### config.mk
export PLATFORM = sky130hd
export DESIGN_NAME = axis_pkt_gen
export DESIGN_NICKNAME = d
export VERILOG_FILES = /design/src/rtl/axis_pkt_gen.sv
export SDC_FILE = /design/constraint.sdc
export NUM_CORES = 1
export LEC_CHECK = 0
export BUFFER_PORTS_ARGS = -buffer_cell sky130_fd_sc_hd__buf_2
export CORE_AREA = 4 4 281 283
export DETAILED_ROUTE_END_ITERATION = 16
export DIE_AREA = 0 0 285 287
export HOLD_SLACK_MARGIN = 0.12
export MAX_ROUTING_LAYER = met4
export PLACE_DENSITY = 0.44
export SYNTH_ARGS = -nofsm -noshare
export SYNTH_HDL_FRONTEND = slang
export SYNTH_SLANG_ARGS = --single-unit
export TNS_END_PERCENT = 10
### constraint.sdc
create_clock -name xdma_clk -period 6.6 [get_ports xdma_clk]
set_clock_uncertainty 0.05 [all_clocks]
set_input_delay 0.99 -clock xdma_clk [delete_from_list [all_inputs] [get_ports xdma_clk]]
set_output_delay 0.99 -clock xdma_clk [all_outputs]
set_load 0.01 [all_outputs]
### src/rtl/axis_pkt_gen.sv
// rtl/axis_pkt_gen.sv - AXI-Stream test packet generator with sequence-stamped payload
// Packets carry an incrementing byte pattern; beat 0 holds the sequence number and byte size.
module axis_pkt_gen #(
   parameter int TDATA_WIDTH = 512,
   parameter int TKEEP_WIDTH = 64,
   parameter int TUSER_WIDTH = 1
) (
   input  logic                   xdma_clk,
   input  logic                   xdma_reset,
   input  logic                   start,
   input  logic                   stop,
   input  logic [15:0]            pkt_size,
   input  logic [31:0]            pkt_interval,
   input  logic [31:0]            pkt_num,
   output logic                   m_axis_tvalid,
   input  logic                   m_axis_tready,
   output logic [TDATA_WIDTH-1:0] m_axis_tdata,
   output logic [TKEEP_WIDTH-1:0] m_axis_tkeep,
   output logic                   m_axis_tlast,
   output logic [TUSER_WIDTH-1:0] m_axis_tuser,
   output logic                   busy,
   output logic [31:0]            sent_pkt_count,
   output logic [31:0]            sent_beat_count
);

   typedef enum logic [1:0] {IDLE, SEND, GAP} state_t;

   state_t      state_q, state_d;
   logic [15:0] size_q, size_d;
   logic [31:0] interval_q, interval_d;
   logic [31:0] num_q, num_d;
   logic [31:0] gap_q, gap_d;
   logic [31:0] pkt_cnt_q, pkt_cnt_d;
   logic [31:0] beat_cnt_q, beat_cnt_d;
   logic [9:0]  beat_q, beat_d;
   logic        stop_pend_q, stop_pend_d;

   logic [15:0]            size_eff;
   logic [15:0]            size_m1;
   logic                   last_beat;
   logic [31:0]            pkt_cnt_inc;
   logic [TDATA_WIDTH-1:0] data_raw;
   logic [TKEEP_WIDTH-1:0] keep_last;

   // size_m1 gives both the last beat index and the last-beat byte count minus one
   assign size_eff    = (size_q == 16'd0) ? 16'd64 : size_q;
   assign size_m1     = size_eff - 16'd1;
   assign last_beat   = (beat_q == size_m1[15:6]);
   assign pkt_cnt_inc = pkt_cnt_q + 32'd1;

   always_comb begin
      data_raw  = '0;
      keep_last = '0;
      for (int i = 0; i < TKEEP_WIDTH; i++) begin
         data_raw[i*8 +: 8] = {beat_q[1:0], 6'(i)};
         keep_last[i]       = (6'(i) <= size_m1[5:0]);
      end
      if (beat_q == 10'd0) begin
         data_raw[31:0]  = pkt_cnt_q;
         data_raw[63:32] = {16'd0, size_eff};
      end
   end

   always_comb begin
      state_d     = state_q;
      size_d      = size_q;
      interval_d  = interval_q;
      num_d       = num_q;
      gap_d       = gap_q;
      pkt_cnt_d   = pkt_cnt_q;
      beat_cnt_d  = beat_cnt_q;
      beat_d      = beat_q;
      stop_pend_d = stop_pend_q;
      unique case (state_q)
         IDLE: begin
            if (start && !stop) begin
               size_d      = pkt_size;
               interval_d  = pkt_interval;
               num_d       = pkt_num;
               pkt_cnt_d   = 32'd0;
               beat_cnt_d  = 32'd0;
               beat_d      = 10'd0;
               stop_pend_d = 1'b0;
               state_d     = SEND;
            end
         end
         SEND: begin
            if (stop) stop_pend_d = 1'b1;
            if (m_axis_tready) begin
               beat_cnt_d = beat_cnt_q + 32'd1;
               if (last_beat) begin
                  pkt_cnt_d = pkt_cnt_inc;
                  beat_d    = 10'd0;
                  if ((num_q != 32'd0 && pkt_cnt_inc == num_q) || stop_pend_q || stop) begin
                     state_d     = IDLE;
                     stop_pend_d = 1'b0;
                  end else if (interval_q != 32'd0) begin
                     state_d = GAP;
                     gap_d   = interval_q - 32'd1;
                  end
               end else begin
                  beat_d = beat_q + 10'd1;
               end
            end
         end
         GAP: begin
            if (stop) begin
               state_d     = IDLE;
               stop_pend_d = 1'b0;
            end else if (gap_q == 32'd0) begin
               state_d = SEND;
            end else begin
               gap_d = gap_q - 32'd1;
            end
         end
         default: state_d = IDLE;
      endcase
   end

   always_ff @(posedge xdma_clk) begin
      if (xdma_reset) begin
         state_q     <= IDLE;
         size_q      <= '0;
         interval_q  <= '0;
         num_q       <= '0;
         gap_q       <= '0;
         pkt_cnt_q   <= '0;
         beat_cnt_q  <= '0;
         beat_q      <= '0;
         stop_pend_q <= 1'b0;
      end else begin
         state_q     <= state_d;
         size_q      <= size_d;
         interval_q  <= interval_d;
         num_q       <= num_d;
         gap_q       <= gap_d;
         pkt_cnt_q   <= pkt_cnt_d;
         beat_cnt_q  <= beat_cnt_d;
         beat_q      <= beat_d;
         stop_pend_q <= stop_pend_d;
      end
   end

   // Stream outputs are pure decodes of registered state, so they hold during stalls
   assign m_axis_tvalid   = (state_q == SEND);
   assign m_axis_tlast    = (state_q == SEND) && last_beat;
   assign m_axis_tdata    = (state_q == SEND) ? data_raw : '0;
   assign m_axis_tkeep    = (state_q != SEND) ? '0 : (last_beat ? keep_last : '1);
   assign m_axis_tuser    = '0;
   assign busy            = (state_q != IDLE);
   assign sent_pkt_count  = pkt_cnt_q;
   assign sent_beat_count = beat_cnt_q;

endmodule
**After elaboration in Yosys (flattened, before gate mapping)**

Cells that the tools add are included.

- Register bits: 189
- Input bits: 85
- Output and inout port bits: 644
- Logic and storage cells: 153

- $add $sub $neg: 6
- $lt $le $gt $ge: 64
- Eq/ne operators: 15
- Muxes and demuxes: 37
- Reduce and logical (&&, ||, !) cells: 22

Operators by type and width:

| kind | count |
|---|---|
| $mux W512 | 1 |
| $mux W32 | 10 |
| $le A6 B6 Y1 const A | 32 |
| $mux W64 | 3 |
| $pmux W32 S2 | 3 |
| $le A5 B6 Y1 const A | 16 |
| $add A32 B1 Y32 const B | 2 |
| $reduce_bool A32 Y1 | 2 |
| $sub A32 B1 Y32 const B | 2 |
| $le A4 B6 Y1 const A | 8 |
| $eq A32 B32 Y1 | 1 |
| $logic_not A32 Y1 | 1 |
| $mux W10 | 3 |
| $le A3 B6 Y1 const A | 4 |
| $pmux W10 S2 | 1 |
| $logic_not A16 Y1 | 1 |
| $mux W16 | 1 |
| $sub A16 B1 Y16 const B | 1 |
| $mux W2 | 7 |
| $le A1 B6 Y1 const A | 2 |
| $le A2 B6 Y1 const A | 2 |
| $add A10 B1 Y10 const B | 1 |
| $eq A10 B10 Y1 | 1 |
| $logic_not A10 Y1 | 1 |
| 20 further kinds | 38 |

**Logic depth before layout (Yosys ltp)**

- Depth in word-level cells: 9
- Gate-level depth with buffers: 15
- Mapped depth without buffers: 11

**Worst setup path before layout**

Ideal clock, no wire load.

- Path type: register -> output
- Start point: register state_q[1]
- End point: output port m_axis_tkeep[17]
- Arrival time: 5847 ps
- Required time: 5560 ps
- Setup slack: -287 ps
- Cell stages (with the launch flop): 8
- Buffers on the path: 3
- Path through: dfxtp_1 -> clkbuf_1 -> nand2b_1 -> inv_1 -> clkbuf_1 -> buf_1 -> nand2_1 -> a21oi_1

- Cells in the longest elaborated chain, start to end: 2

Ends and longest elaborated chain:

| item | RTL line | RTL |
|---|---|---|
| start: declaration | 28 | `state_t state_q, state_d;` |
| start signal: assignment | 132 | `state_q <= state_d;` |
| $ne A2 B1 Y1 | 148 | `assign m_axis_tkeep = (state_q != SEND) ? '0 : (last_beat ? keep_last : '1);` |
| $mux W64 | 148 |  |
| end: declaration | 18 | `output logic [TKEEP_WIDTH-1:0] m_axis_tkeep,` |

No other way between the ends.

**Worst setup path after layout**

- Start point: register size_q[0]
- End point: output port m_axis_tkeep[59]

- Cells in the longest elaborated chain, start to end: 6
- Elaborated cells on any way between the ends: 7
- Classes of those cells: add/sub (1); order compare (1); eq/ne (1); mux (3); reduce/logical (1)

Ends and longest elaborated chain:

| item | RTL line | RTL |
|---|---|---|
| start: declaration | 29 | `logic [15:0] size_q, size_d;` |
| start signal: assignment | 133 | `size_q <= size_d;` |
| $logic_not A16 Y1 | 46 | `assign size_eff = (size_q == 16'd0) ? 16'd64 : size_q;` |
| $mux W16 * | 46 |  |
| $sub A16 B1 Y16 * | 47 | `assign size_m1 = size_eff - 16'd1;` |
| $le A6 B6 Y1 / $eq A10 B10 Y1 (equally long branches) | 56, 48 |  |
| $mux W64 * (2 in series) | 148 |  |

Mark *: on every way between the ends. The rest lies on a longest branch, timed or not.

==> summary.md <==
| Metric | Value |
|---|---|
| Vias in the first global route | `12950` |
| Max Freq | `between 150 and 200 MHz` |
| Final #Nets | `roughly 2400` |
| Hold WC Path Type | `reg -> reg` |
| Unique cell type count in the Yosys netlist | `75` |
| Final cell count without fillers | `3408` |
| Top Layer Used | `met4` |
| H-tree depth | `4` |
| Met1 WL | `~30 mm` |
| Share of layout cells above drive strength 1 | `0.2790` |
| Synth warnings | `0` |
| Clk_lat worst skew | `490 ps` |
| Critical path type | `reg -> out` |
| Status | `finished, final reports clean` |
| LEAKAGE | `roughly 8.0 nW` |
| Initial drt markers | `between 900 and 1000` |
| Most frequent cells in the layout | `563 x buf_2, 303 x nand2_1, 189 x dfxtp_1` |
| Post-DRT Antenna Nets | `0` |
| CTS Hold Buffers Added | `0` |
| Post-DP HPWL | `around 55 mm` |
| Synthesis-stage register bit count | `approximately 190` |
| Mapped Area | `between 15000 and 20000 um2` |
| Startpoint Class | `flip-flop` |
| Final min period | `5487 ps` |
| Post-placement cell count | `~3400` |
| Fin. Hold Viols | `0` |
| Maximum VDD drop | `0.1229 mV` |
| Ys async rst share | `0` |
| WL/cell | `between 20 and 25 um` |
| Port bufs | `approximately 560` |
| Final TNS setup | `0 ps` |
| Worst slew pin tran | `1088 ps` |
| Pre-CTS WS | `about 1700 ps` |
| GP Congestion | `between 0.8 and 0.9` |
| Final setup violation count | `0` |
| Pwr dens | `about 280 nW/um2` |
| Max-cap violations | `0` |
| Worst setup EP type | `output pin` |
| Avg Cell Area, Syn | `7.175 um2` |
| CTS sink cnt | `around 190` |
| Clk slew on worst S/H paths | `approximately 70 ps` |
| Worst Path Arrival | `approximately 4500 ps` |
| Remaining Overflow, GRT | `0` |
| Resize count post-CTS | `0` |
| Worst setup margin | `between 1000 and 1500 ps` |
| Gate count of the mapped netlist | `between 2000 and 2500` |
| Vias | `approximately 15000` |
| Core footprint | `roughly 77000 um2` |
| Area growth from synthesis to layout | `10.90%` |
| Sequential fraction of the synthesis area | `0.2443` |
| Max FO, Critical Path | `13` |
| Post-Route WL | `roughly 69 mm` |
| CTS buffer count | `17` |
| Headroom to the max-slew limit | `0.2683` |
| Die ar. | `about 82000 um2` |
| Predominant post-synthesis flop cell | `dfxtp_1` |
| Num rows | `102` |
| Root Driver | `clkbuf_16` |
| Pins Over Slew Limit | `0` |
| CTS tree | `yes` |
| RSZ-0062 raised after global routing | `false` |
| Die X | `about 290 um` |
| Post-CTS repair timing setup buffer count | `0` |
| Data required time of the worst path | `5560 ps` |
| First-pass GRT wire length | `95.80 mm` |
| Max Buffers Root-to-Sink | `2` |
| Initial Utilization | `0.2020` |
| I/O pin count | `729` |
| Post-synth EDFFs | `0` |
| GRT Util Overall | `0.1635` |
| Met2 wire length | `33.73 mm` |
| DR vias/cell | `4.339` |
| Post-route DRC | `0` |
| Initial antenna violation count | `6` |
| Largest net degree at the start of global routing | `82` |
| Most common cell after layout, fill and taps aside | `buf_2` |
| Drt first pass iters | `5` |
| Die H | `between 200 and 300 um` |
| Metal3 WL | `5.129 mm` |
| Tcrit/Tclk final | `0.8313` |
-- cells by family (layout without fill, tap and decap cells) --
group,Yosys count,after routing,share of synthesized area
AO/OA/AOI/OAI,398,398,0.1515
flip-flops,189,189,0.2443
AND/OR/NAND/NOR,826,826,0.2591
other,1,166,0.0002421
multiplexers,36,36,0.02391
XOR/XNOR,98,98,0.05541
adder cells (fa/ha/maj),8,8,0.006462
buffers and inverters,603,647,0.2591
-- worst max-delay path, stage by stage, from the launching register on --
cell       delay (ps)
dfxtp_1           360
inv_1             120
ha_1              490
nor2b_1           230
nand2_1           150
a2bb2oi_1         200
nor2_1            230
xor2_2            540
nand2_1           370
o21ai_0           710
nand2_1           180
o21ai_0           180
buf_2             210
-- metrics by stage --
step                hold slack (ps)  area (um2)    util  power, mW
finish                        425.7       17180  0.2240      4.887
global route                  457.5       17180  0.2239      5.202
CTS                           428.0       17170  0.2239      4.978
detailed placement            413.1       16600  0.2164      3.895
global placement              409.9       16600  0.2164      3.902
floorplan                     394.5       16110       -      3.433
-- final cells by class --
class                      count  area, um2
fill                        8695      59520
multi-input combinational   1530       8391
sequential                   189       3784
timing repair buffer         592       3035
tap                         1040       1301
clock buffer                  21      470.5
clock inverter                11      103.9
inverter                      23      88.84
antenna                        2      5.005
-- path summary, 6_finish.rpt --
kind	startpoint	endpoint	slack [ps]	cells past startpoint
max	size_q[0]$_SDFFE_PP0P_	m_axis_tkeep[59]	1110	12
min	interval_q[19]$_SDFFE_PP0P_	interval_q[19]$_SDFFE_PP0P_	430	2
max reg2reg	sent_pkt_count[6]$_SDFFE_PP0P_	gap_q[3]$_SDFFE_PP0P_	2060	9
min reg2reg	interval_q[19]$_SDFFE_PP0P_	interval_q[19]$_SDFFE_PP0P_	430	2
-- state kept, by name, summed over array words and instances (netlist names) --
register and cells:
sent_beat_count 32, sent_pkt_count 32, state_q 2, stop_pend_q 1
beat_q 10, interval_q 32, gap_q 32, size_q 16
num_q 32
-- per-layer routing --
layer / vias to the layer above / track usage
met5: - / -
met4: 0 / 0.03706
met3: 56 / 0.03949
met2: 576 / 0.2718
met1: 6986 / 0.2016
li1: 7168 / -
-- power breakdown --
| group | switching, mW | internal, mW |
|---|---|---|
| clock | 0.529 | 0.524 |
| sequential | 0.108 | 1.21 |
| combinational | 1.71 | 0.804 |
| total | 2.35 | 2.54 |
-- synth_stat cells, types with 18 or more instances --
cell type / n / area [um2]
o21ai_0: 88 / 440.4
or3_1: 24 / 150.1
nor2_1: 169 / 634.4
and3_1: 18 / 112.6
a21oi_1: 180 / 900.9
nor4_1: 34 / 212.7
inv_1: 23 / 86.33
and2_1: 50 / 312.8
clkbuf_1: 104 / 390.4
nand2_1: 303 / 1137
nor3_1: 45 / 225.2
buf_4: 460 / 3453
nand3_1: 55 / 275.3
nand4_1: 35 / 219.0
dfxtp_1: 189 / 3784
a31oi_1: 26 / 162.7
xnor2_1: 39 / 341.6
xor2_1: 59 / 516.8
mux2i_1: 28 / 280.3
(Power assumes the default switching activity.)
